$ cat config.mk
export PLATFORM = sky130hd
export DESIGN_NAME = chip8_rom_loader
export DESIGN_NICKNAME = d
export VERILOG_FILES = /design/src/rtl/chip8_pkg.sv /design/src/rtl/chip8_font_rom.sv /design/src/rtl/chip8_rom_loader.sv
export SDC_FILE = /design/constraint.sdc
export NUM_CORES = 1
export LEC_CHECK = 0
export ABC_AREA = 1
export BUFFER_PORTS_ARGS = -buffer_cell sky130_fd_sc_hd__buf_4
export CORE_MARGIN = 2
export CORE_UTILIZATION = 50
export DETAILED_ROUTE_END_ITERATION = 16
export GPL_TIMING_DRIVEN = 0
export PLACE_DENSITY = 0.7
export SLEW_MARGIN = 30
export SYNTH_ARGS = -nofsm -noshare
export SYNTH_HDL_FRONTEND = slang
export SYNTH_SLANG_ARGS = --single-unit
$ cat constraint.sdc
create_clock -name clk_100mhz -period 2.8 [get_ports clk_100mhz]
set_input_delay 0 -clock clk_100mhz [delete_from_list [all_inputs] [get_ports clk_100mhz]]
set_output_delay 0 -clock clk_100mhz [all_outputs]
set_load 0.005 [all_outputs]
$ cat src/rtl/chip8_pkg.sv
// Shared constants and state encoding for the CHIP-8 boot loader.
// Holds memory-map constants, font geometry and the loader FSM states.
package chip8_pkg;

    localparam int MEM_ADDR_W = 26;

    localparam logic [MEM_ADDR_W-1:0] FONT_BASE    = 26'h0000000;
    localparam logic [MEM_ADDR_W-1:0] PROGRAM_BASE = 26'h0000200;

    // 16 small glyphs x 5 bytes + 16 big glyphs x 10 bytes
    localparam int         FONT_BYTES = 240;
    localparam logic [7:0] FONT_LAST  = 8'(FONT_BYTES - 1);

    typedef enum logic [2:0] {
        S_IDLE,
        S_FONT_REQ,
        S_FONT_WAIT,
        S_ROM_RD_REQ,
        S_ROM_RD_WAIT,
        S_ROM_WR_REQ,
        S_ROM_WR_WAIT,
        S_DONE
    } ld_state_t;

endpackage

$ cat src/rtl/chip8_font_rom.sv
// Glyph ROM: CHIP-8 hex digits at 0..79, SCHIP 8x10 digits at 80..239.
// Ports: i_idx (byte index), o_data (glyph byte, async read; 0 past end).
module chip8_font_rom
    import chip8_pkg::*;
(
    input  logic [7:0] i_idx,
    output logic [7:0] o_data
);

    localparam logic [7:0] FONT [0:FONT_BYTES-1] = '{
        8'hF0, 8'h90, 8'h90, 8'h90, 8'hF0, 8'h20, 8'h60, 8'h20, 8'h20, 8'h70,
        8'hF0, 8'h10, 8'hF0, 8'h80, 8'hF0, 8'hF0, 8'h10, 8'hF0, 8'h10, 8'hF0,
        8'h90, 8'h90, 8'hF0, 8'h10, 8'h10, 8'hF0, 8'h80, 8'hF0, 8'h10, 8'hF0,
        8'hF0, 8'h80, 8'hF0, 8'h90, 8'hF0, 8'hF0, 8'h10, 8'h20, 8'h40, 8'h40,
        8'hF0, 8'h90, 8'hF0, 8'h90, 8'hF0, 8'hF0, 8'h90, 8'hF0, 8'h10, 8'hF0,
        8'hF0, 8'h90, 8'hF0, 8'h90, 8'h90, 8'hE0, 8'h90, 8'hE0, 8'h90, 8'hE0,
        8'hF0, 8'h80, 8'h80, 8'h80, 8'hF0, 8'hE0, 8'h90, 8'h90, 8'h90, 8'hE0,
        8'hF0, 8'h80, 8'hF0, 8'h80, 8'hF0, 8'hF0, 8'h80, 8'hF0, 8'h80, 8'h80,
        8'h3C, 8'h7E, 8'hE7, 8'hC3, 8'hC3, 8'hC3, 8'hC3, 8'hE7, 8'h7E, 8'h3C,
        8'h18, 8'h38, 8'h58, 8'h18, 8'h18, 8'h18, 8'h18, 8'h18, 8'h18, 8'h3C,
        8'h3E, 8'h7F, 8'hC3, 8'h06, 8'h0C, 8'h18, 8'h30, 8'h60, 8'hFF, 8'hFF,
        8'h3C, 8'h7E, 8'hC3, 8'h03, 8'h0E, 8'h0E, 8'h03, 8'hC3, 8'h7E, 8'h3C,
        8'h06, 8'h0E, 8'h1E, 8'h36, 8'h66, 8'hC6, 8'hFF, 8'hFF, 8'h06, 8'h06,
        8'hFF, 8'hFF, 8'hC0, 8'hC0, 8'hFC, 8'hFE, 8'h03, 8'hC3, 8'h7E, 8'h3C,
        8'h3E, 8'h7C, 8'hE0, 8'hC0, 8'hFC, 8'hFE, 8'hC3, 8'hC3, 8'h7E, 8'h3C,
        8'hFF, 8'hFF, 8'h03, 8'h06, 8'h0C, 8'h18, 8'h30, 8'h60, 8'h60, 8'h60,
        8'h3C, 8'h7E, 8'hC3, 8'hC3, 8'h7E, 8'h7E, 8'hC3, 8'hC3, 8'h7E, 8'h3C,
        8'h3C, 8'h7E, 8'hC3, 8'hC3, 8'h7F, 8'h3F, 8'h03, 8'h03, 8'h3E, 8'h7C,
        8'h7E, 8'hFF, 8'hC3, 8'hC3, 8'hC3, 8'hFF, 8'hFF, 8'hC3, 8'hC3, 8'hC3,
        8'hFC, 8'hFC, 8'hC3, 8'hC3, 8'hFC, 8'hFC, 8'hC3, 8'hC3, 8'hFC, 8'hFC,
        8'h3C, 8'hFF, 8'hC3, 8'hC0, 8'hC0, 8'hC0, 8'hC0, 8'hC3, 8'hFF, 8'h3C,
        8'hFC, 8'hFE, 8'hC3, 8'hC3, 8'hC3, 8'hC3, 8'hC3, 8'hC3, 8'hFE, 8'hFC,
        8'hFF, 8'hFF, 8'hC0, 8'hC0, 8'hFF, 8'hFF, 8'hC0, 8'hC0, 8'hFF, 8'hFF,
        8'hFF, 8'hFF, 8'hC0, 8'hC0, 8'hFF, 8'hFF, 8'hC0, 8'hC0, 8'hC0, 8'hC0
    };

    always_comb begin
        o_data = 8'h00;
        if (i_idx <= FONT_LAST) begin
            o_data = FONT[i_idx];
        end
    end

endmodule

$ cat src/rtl/chip8_rom_loader.sv
// Boot loader: writes the font to RAM, then copies the flash image to RAM.
// Ports: clk_100mhz/rst, load pulse in, memory_controller request/busy
// handshake, owns_bus/loading while active, start level, byte_count.
module chip8_rom_loader
    import chip8_pkg::*;
#(
    parameter logic [MEM_ADDR_W-1:0] SRC_BASE  = 26'h2000000,
    parameter logic [MEM_ADDR_W-1:0] DST_BASE  = 26'h0000200,
    parameter int                    ROM_BYTES = 3584
) (
    input  logic                  clk_100mhz,
    input  logic                  rst,
    input  logic                  load,
    output logic                  mem_read,
    output logic                  mem_write,
    output logic [MEM_ADDR_W-1:0] mem_address,
    output logic [15:0]           mem_write_data,
    input  logic [15:0]           mem_read_data,
    input  logic                  mem_busy,
    output logic                  owns_bus,
    output logic                  loading,
    output logic                  start,
    output logic [11:0]           byte_count
);

    localparam logic [11:0] ROM_LEN = 12'(ROM_BYTES);

    ld_state_t             r_state;
    ld_state_t             w_next;
    logic [7:0]            r_idx;
    logic [11:0]           r_count;
    logic [MEM_ADDR_W-1:0] r_addr;
    logic [15:0]           r_wdata;
    logic                  r_first;

    logic [7:0]            w_idx_nx;
    logic [11:0]           w_count_nx;
    logic [11:0]           w_count_inc;
    logic [MEM_ADDR_W-1:0] w_addr_nx;
    logic [15:0]           w_wdata_nx;
    logic [7:0]            w_font_idx;
    logic [7:0]            w_font_byte;
    logic                  w_unused;

    assign w_unused = ^mem_read_data[15:8];

    // Index of the glyph byte for the next font request, so its
    // address/data can be registered on the way into FONT_REQ.
    assign w_font_idx  = (r_state == S_FONT_WAIT) ? r_idx + 8'd1 : 8'd0;
    assign w_count_inc = r_count + 12'd1;

    chip8_font_rom u_font (
        .i_idx  (w_font_idx),
        .o_data (w_font_byte)
    );

    always_ff @(posedge clk_100mhz or posedge rst) begin
        if (rst) begin
            r_state <= S_IDLE;
            r_idx   <= '0;
            r_count <= '0;
            r_addr  <= '0;
            r_wdata <= '0;
            r_first <= 1'b0;
        end else begin
            r_state <= w_next;
            r_idx   <= w_idx_nx;
            r_count <= w_count_nx;
            r_addr  <= w_addr_nx;
            r_wdata <= w_wdata_nx;
            // the controller raises busy one cycle late, so the first
            // WAIT cycle after any strobe is not trusted
            r_first <= mem_read | mem_write;
        end
    end

    always_comb begin
        w_next     = r_state;
        w_idx_nx   = r_idx;
        w_count_nx = r_count;
        w_addr_nx  = r_addr;
        w_wdata_nx = r_wdata;
        mem_read   = 1'b0;
        mem_write  = 1'b0;

        unique case (r_state)
            S_IDLE, S_DONE: begin
                if (load) begin
                    w_next     = S_FONT_REQ;
                    w_idx_nx   = 8'd0;
                    w_count_nx = 12'd0;
                    w_addr_nx  = FONT_BASE + {18'd0, w_font_idx};
                    w_wdata_nx = {8'h00, w_font_byte};
                end
            end
            S_FONT_REQ: begin
                if (!mem_busy) begin
                    mem_write = 1'b1;
                    w_next    = S_FONT_WAIT;
                end
            end
            S_FONT_WAIT: begin
                if (!r_first && !mem_busy) begin
                    if (r_idx < FONT_LAST) begin
                        w_next     = S_FONT_REQ;
                        w_idx_nx   = w_font_idx;
                        w_addr_nx  = FONT_BASE + {18'd0, w_font_idx};
                        w_wdata_nx = {8'h00, w_font_byte};
                    end else if (ROM_BYTES > 0) begin
                        w_next    = S_ROM_RD_REQ;
                        w_addr_nx = SRC_BASE + {14'd0, r_count};
                    end else begin
                        w_next = S_DONE;
                    end
                end
            end
            S_ROM_RD_REQ: begin
                if (!mem_busy) begin
                    mem_read = 1'b1;
                    w_next   = S_ROM_RD_WAIT;
                end
            end
            S_ROM_RD_WAIT: begin
                if (!r_first && !mem_busy) begin
                    w_next     = S_ROM_WR_REQ;
                    w_addr_nx  = DST_BASE + {14'd0, r_count};
                    w_wdata_nx = {8'h00, mem_read_data[7:0]};
                end
            end
            S_ROM_WR_REQ: begin
                if (!mem_busy) begin
                    mem_write = 1'b1;
                    w_next    = S_ROM_WR_WAIT;
                end
            end
            S_ROM_WR_WAIT: begin
                if (!r_first && !mem_busy) begin
                    w_count_nx = w_count_inc;
                    if (w_count_inc == ROM_LEN) begin
                        w_next = S_DONE;
                    end else begin
                        w_next    = S_ROM_RD_REQ;
                        w_addr_nx = SRC_BASE + {14'd0, w_count_inc};
                    end
                end
            end
            default: w_next = S_IDLE;
        endcase
    end

    assign owns_bus       = (r_state != S_IDLE) && (r_state != S_DONE);
    assign loading        = owns_bus;
    assign start          = (r_state == S_DONE);
    assign mem_address    = r_addr;
    assign mem_write_data = r_wdata;
    assign byte_count     = r_count;

endmodule

==> impl_metrics.py <==
metrics = {
    "synth": {
        "ys_seq_area_frac": 0.243,
        "avgSynthCellArea_um2": 6.34,
        "synthCells": 748,
        "synthFlopType": "dfrtp_1",
        "synth_edf_count": 0,
        "async_reset_ff_frac": 1.00,
        "ys_seq_elements": 46,
        "synthesis.area_um2": 4740,
        "netlist-cell-type-count": 42,
        "ys_warn_count": 0,
    },
    "sta": {
        "tns_ns": 0,
        "fmax_ghz": 0.377,
        "slew_viol_final": 0,
        "finalCritPeriodShare": 0.946,
        "fin_skew_ns": 0.00772,
        "setup_violations": 0,
        "slew-limit-headroom": 0.506,
        "hold_violations": 0,
        "period_needed_ns": 2.65,
        "tightest_slew_ns": 0.738,
    },
    "global_route": {
        "grt_first_pass_wirelength_um": 27600,
        "gr-total-overflow": 0,
        "grt_pass1_vias": 5275,
        "grt_util_met3": 0.0455,
        "gr-usage-met1": 0.429,
        "antenna_found_initial": 0,
        "grtUsageMet2": 0.596,
        "busiest_layer": "met2",
        "grtUsageTotal": 0.346,
        "grt_max_degree": 27,
    },
    "cts": {
        "clockBufferDepth": 2,
        "htreeDepth": 2,
        "clkTransAtPathRegs_ns": 0.10,
        "cts_buffers": 5,
        "clkLatencyLatePin_ns": 0.32,
        "clock-sinks": 46,
        "cts_tree": "done",
        "ctsRootBufferMaster": "clkbuf_8",
    },
    "worst_setup_path": {
        "worstSetupPathType": "reg2reg",
        "critPathRequiredTime_ns": 3.01,
        "critPathMaxFanout": 12,
        "cp.arrival_ns": 2.86,
        "endpoint_kind": "flip-flop",
        "startpoint_type": "flip-flop",
    },
    "route": {
        "drt_first_pass_iters": 5,
        "avgViaCountPerCell": 5.70,
        "via_count": 5572,
        "finalWirelength_um": 17600,
        "avgRoutedWirePerCell_um": 18.0,
        "ant_nets": 0,
        "post-route-drc-count": 0,
        "drtIter0Drc": 437,
    },
    "floorplanning": {
        "die_w_um": 101,
        "initial_core_util": 0.513,
        "core-area_um2": 9240,
        "io_pins": 79,
        "fp.dieH_um": 101,
        "rows": 35,
        "dieArea_um2": 10300,
    },
    "placed_design": {
        "port_buffers": 50,
        "dp.cells": 947,
        "place_hpwl_um": 13000,
        "gp_congestion": 1.02,
        "dpl_cell_area_um2": 5380,
    },
    "final_layout": {
        "nNetsFinal": 888,
        "fin_cells": 978,
        "drive_gt1_frac": 0.205,
        "finalInstanceArea_um2": 5740,
        "synthToLayoutAreaGrowth_pct": 21.1,
        "diodes": 0,
        "fillers": 902,
    },
    "run": {
        "maxCapViolCount": 0,
    },
    "power": {
        "ir_drop_uv": 693,
        "power_mw": 2.94,
        "power_density_nw_per_um2": 512,
        "total_leakage_power_nw": 2.84,
    },
    "outcome": {
        "status": "finished clean",
    },
    "hold_path": {
        "holdCritPathClass": "in2reg",
    },
}
==> worst max-delay path, stage by stage, from the launching register on <==
cell	delay, ns
dfrtp_2	0.46
inv_2	0.11
nand2_2	0.11
nor2_8	0.22
nand2_4	0.18
ha_1	0.31
nand3b_1	0.27
nand2_1	0.20
a21oi_1	0.10
nand2_1	0.08
nand2_1	0.05
nand2_1	0.05
nand2_1	0.05
nor2_1	0.16
nor2_1	0.06
nand2_1	0.07
a21oi_1	0.06
==> stage by stage <==
| step | hold WS [ns] | util | setup slack [ns] |
|---|---|---|---|
| after floorplan | 0.0311 | - | 0.360 |
| after global placement | 0.212 | 0.579 | -0.472 |
| after detailed placement | 0.118 | 0.582 | -0.221 |
| after CTS | 0.209 | 0.612 | 0.0386 |
| after global routing | 0.281 | 0.621 | -0.0144 |
| final | 0.217 | 0.621 | 0.150 |
==> synthesized netlist by cell type (all sizes together) (2+ instances only) <==
cell type    n  area (um2)
a21oi       45         229
nand2      259         982
o211ai       8        60.1
nand3       93         521
xor2         6        60.1
ha          20         250
nor2        67         313
a221oi       5        43.8
a31oi        2        12.5
nor3         8        56.3
o21ai       56         307
nand4       10        68.8
inv         61         229
dfrtp       46        1150
buf         47         357
or2          4        25.0
clkbuf       2        7.51
==> logic make-up after synthesis <==
logic type               after synthesis  synth area share
XOR/XNOR                               7            0.0145
other                                  1          0.000791
buffers and inverters                111             0.126
AO/OA/AOI/OAI                        120             0.145
adder cells (fa/ha/maj)               20            0.0528
flip-flops                            46             0.243
AND/OR/NAND/NOR                      442             0.416
multiplexers                           1           0.00211
==> layout make-up <==
type                    instances  area (um2)  share of cell area
plain buffers                  49         370              0.0645
clock inverters                 3        28.8             0.00501
well taps                     129         161              0.0281
flip-flops and latches         46        1150               0.201
inverters                      62         233              0.0405
multi-input cells             610        3110               0.542
clock buffers                   5        68.8              0.0120
repair buffers                 74         613               0.107
==> worst paths after layout <==
kind | cells past startpoint | slack (ns) | end | from
max | 16 | 0.15 | mem_write_data[4]$_DFFE_PP0P_ | r_state[0]$_DFFE_PP0P_
min | 7 | 0.22 | r_state[0]$_DFFE_PP0P_ | load
max reg2reg | 16 | 0.15 | mem_write_data[4]$_DFFE_PP0P_ | r_state[0]$_DFFE_PP0P_
min reg2reg | 2 | 0.51 | mem_address[25]$_DFFE_PP0P_ | mem_address[25]$_DFFE_PP0P_
max in group asynchronous | 4 | 1.94 | r_idx[0]$_DFFE_PP0P_ | rst
min in group asynchronous | 3 | 0.31 | mem_write_data[6]$_DFFE_PP0P_ | rst
==> layer usage <==
layer | vias to the layer above | share of wire | routed length [um]
met4 | 0 | 0.044 | 770
met3 | 57 | 0.078 | 1360
met1 | 2585 | 0.39 | 6930
met2 | 320 | 0.48 | 8510
li1 | 2610 | - | -
met5 | - | 0 | 0
==> where the power goes <==
part / switching [mW] / total (mW) / leakage [nW] / internal (mW)
Combinational: 1.02 / 1.60 / 2.18 / 0.581
Sequential: 0.0886 / 0.861 / 0.606 / 0.772
Clock: 0.287 / 0.475 / 0.0506 / 0.188
Total: 1.40 / 2.94 / 2.84 / 1.54
==> cells in the final DEF, fill, tap and decap left out, types with 6 or more instances in the layout <==
master         Yosys  layout
inv_2              4       6
buf_2             12      11
nand3_2            6       6
dfrtp_1           46      44
buf_6              9      10
nand2_1          255     252
nor2_1            58      52
nor3_1             6       6
conb_1             1      20
ha_1              20      19
dlygate4sd3_1      0      10
nor2_4             5       8
nor2_2             3       6
a21oi_1           44      44
buf_4             26      88
nand3_1           85      85
nand4_1            9       9
o21ai_0           43      42
o21ai_1            6       7
inv_1             57      55
o211ai_1           8       8
o21ai_2            7       7
==> what timing repair did <==
item / CTS / global route
endpoints found under the hold margin: 35 / 0
resized for setup: 6 / 15
pin swaps: 1 / 2
buffers inserted: 5 / 8
endpoints found under the setup margin: 8 / 8
gates cloned: 0 / 0
hold buffers: 10 / 0
==> registers in the layout, indices dropped and copies added, names as in the netlist <==
| register | count |
|---|---|
| r_first | 1 |
| byte_count | 12 |
| mem_address | 14 |
| r_state | 3 |
| mem_write_data | 8 |
| r_idx | 8 |
(Power assumes the default switching activity.)
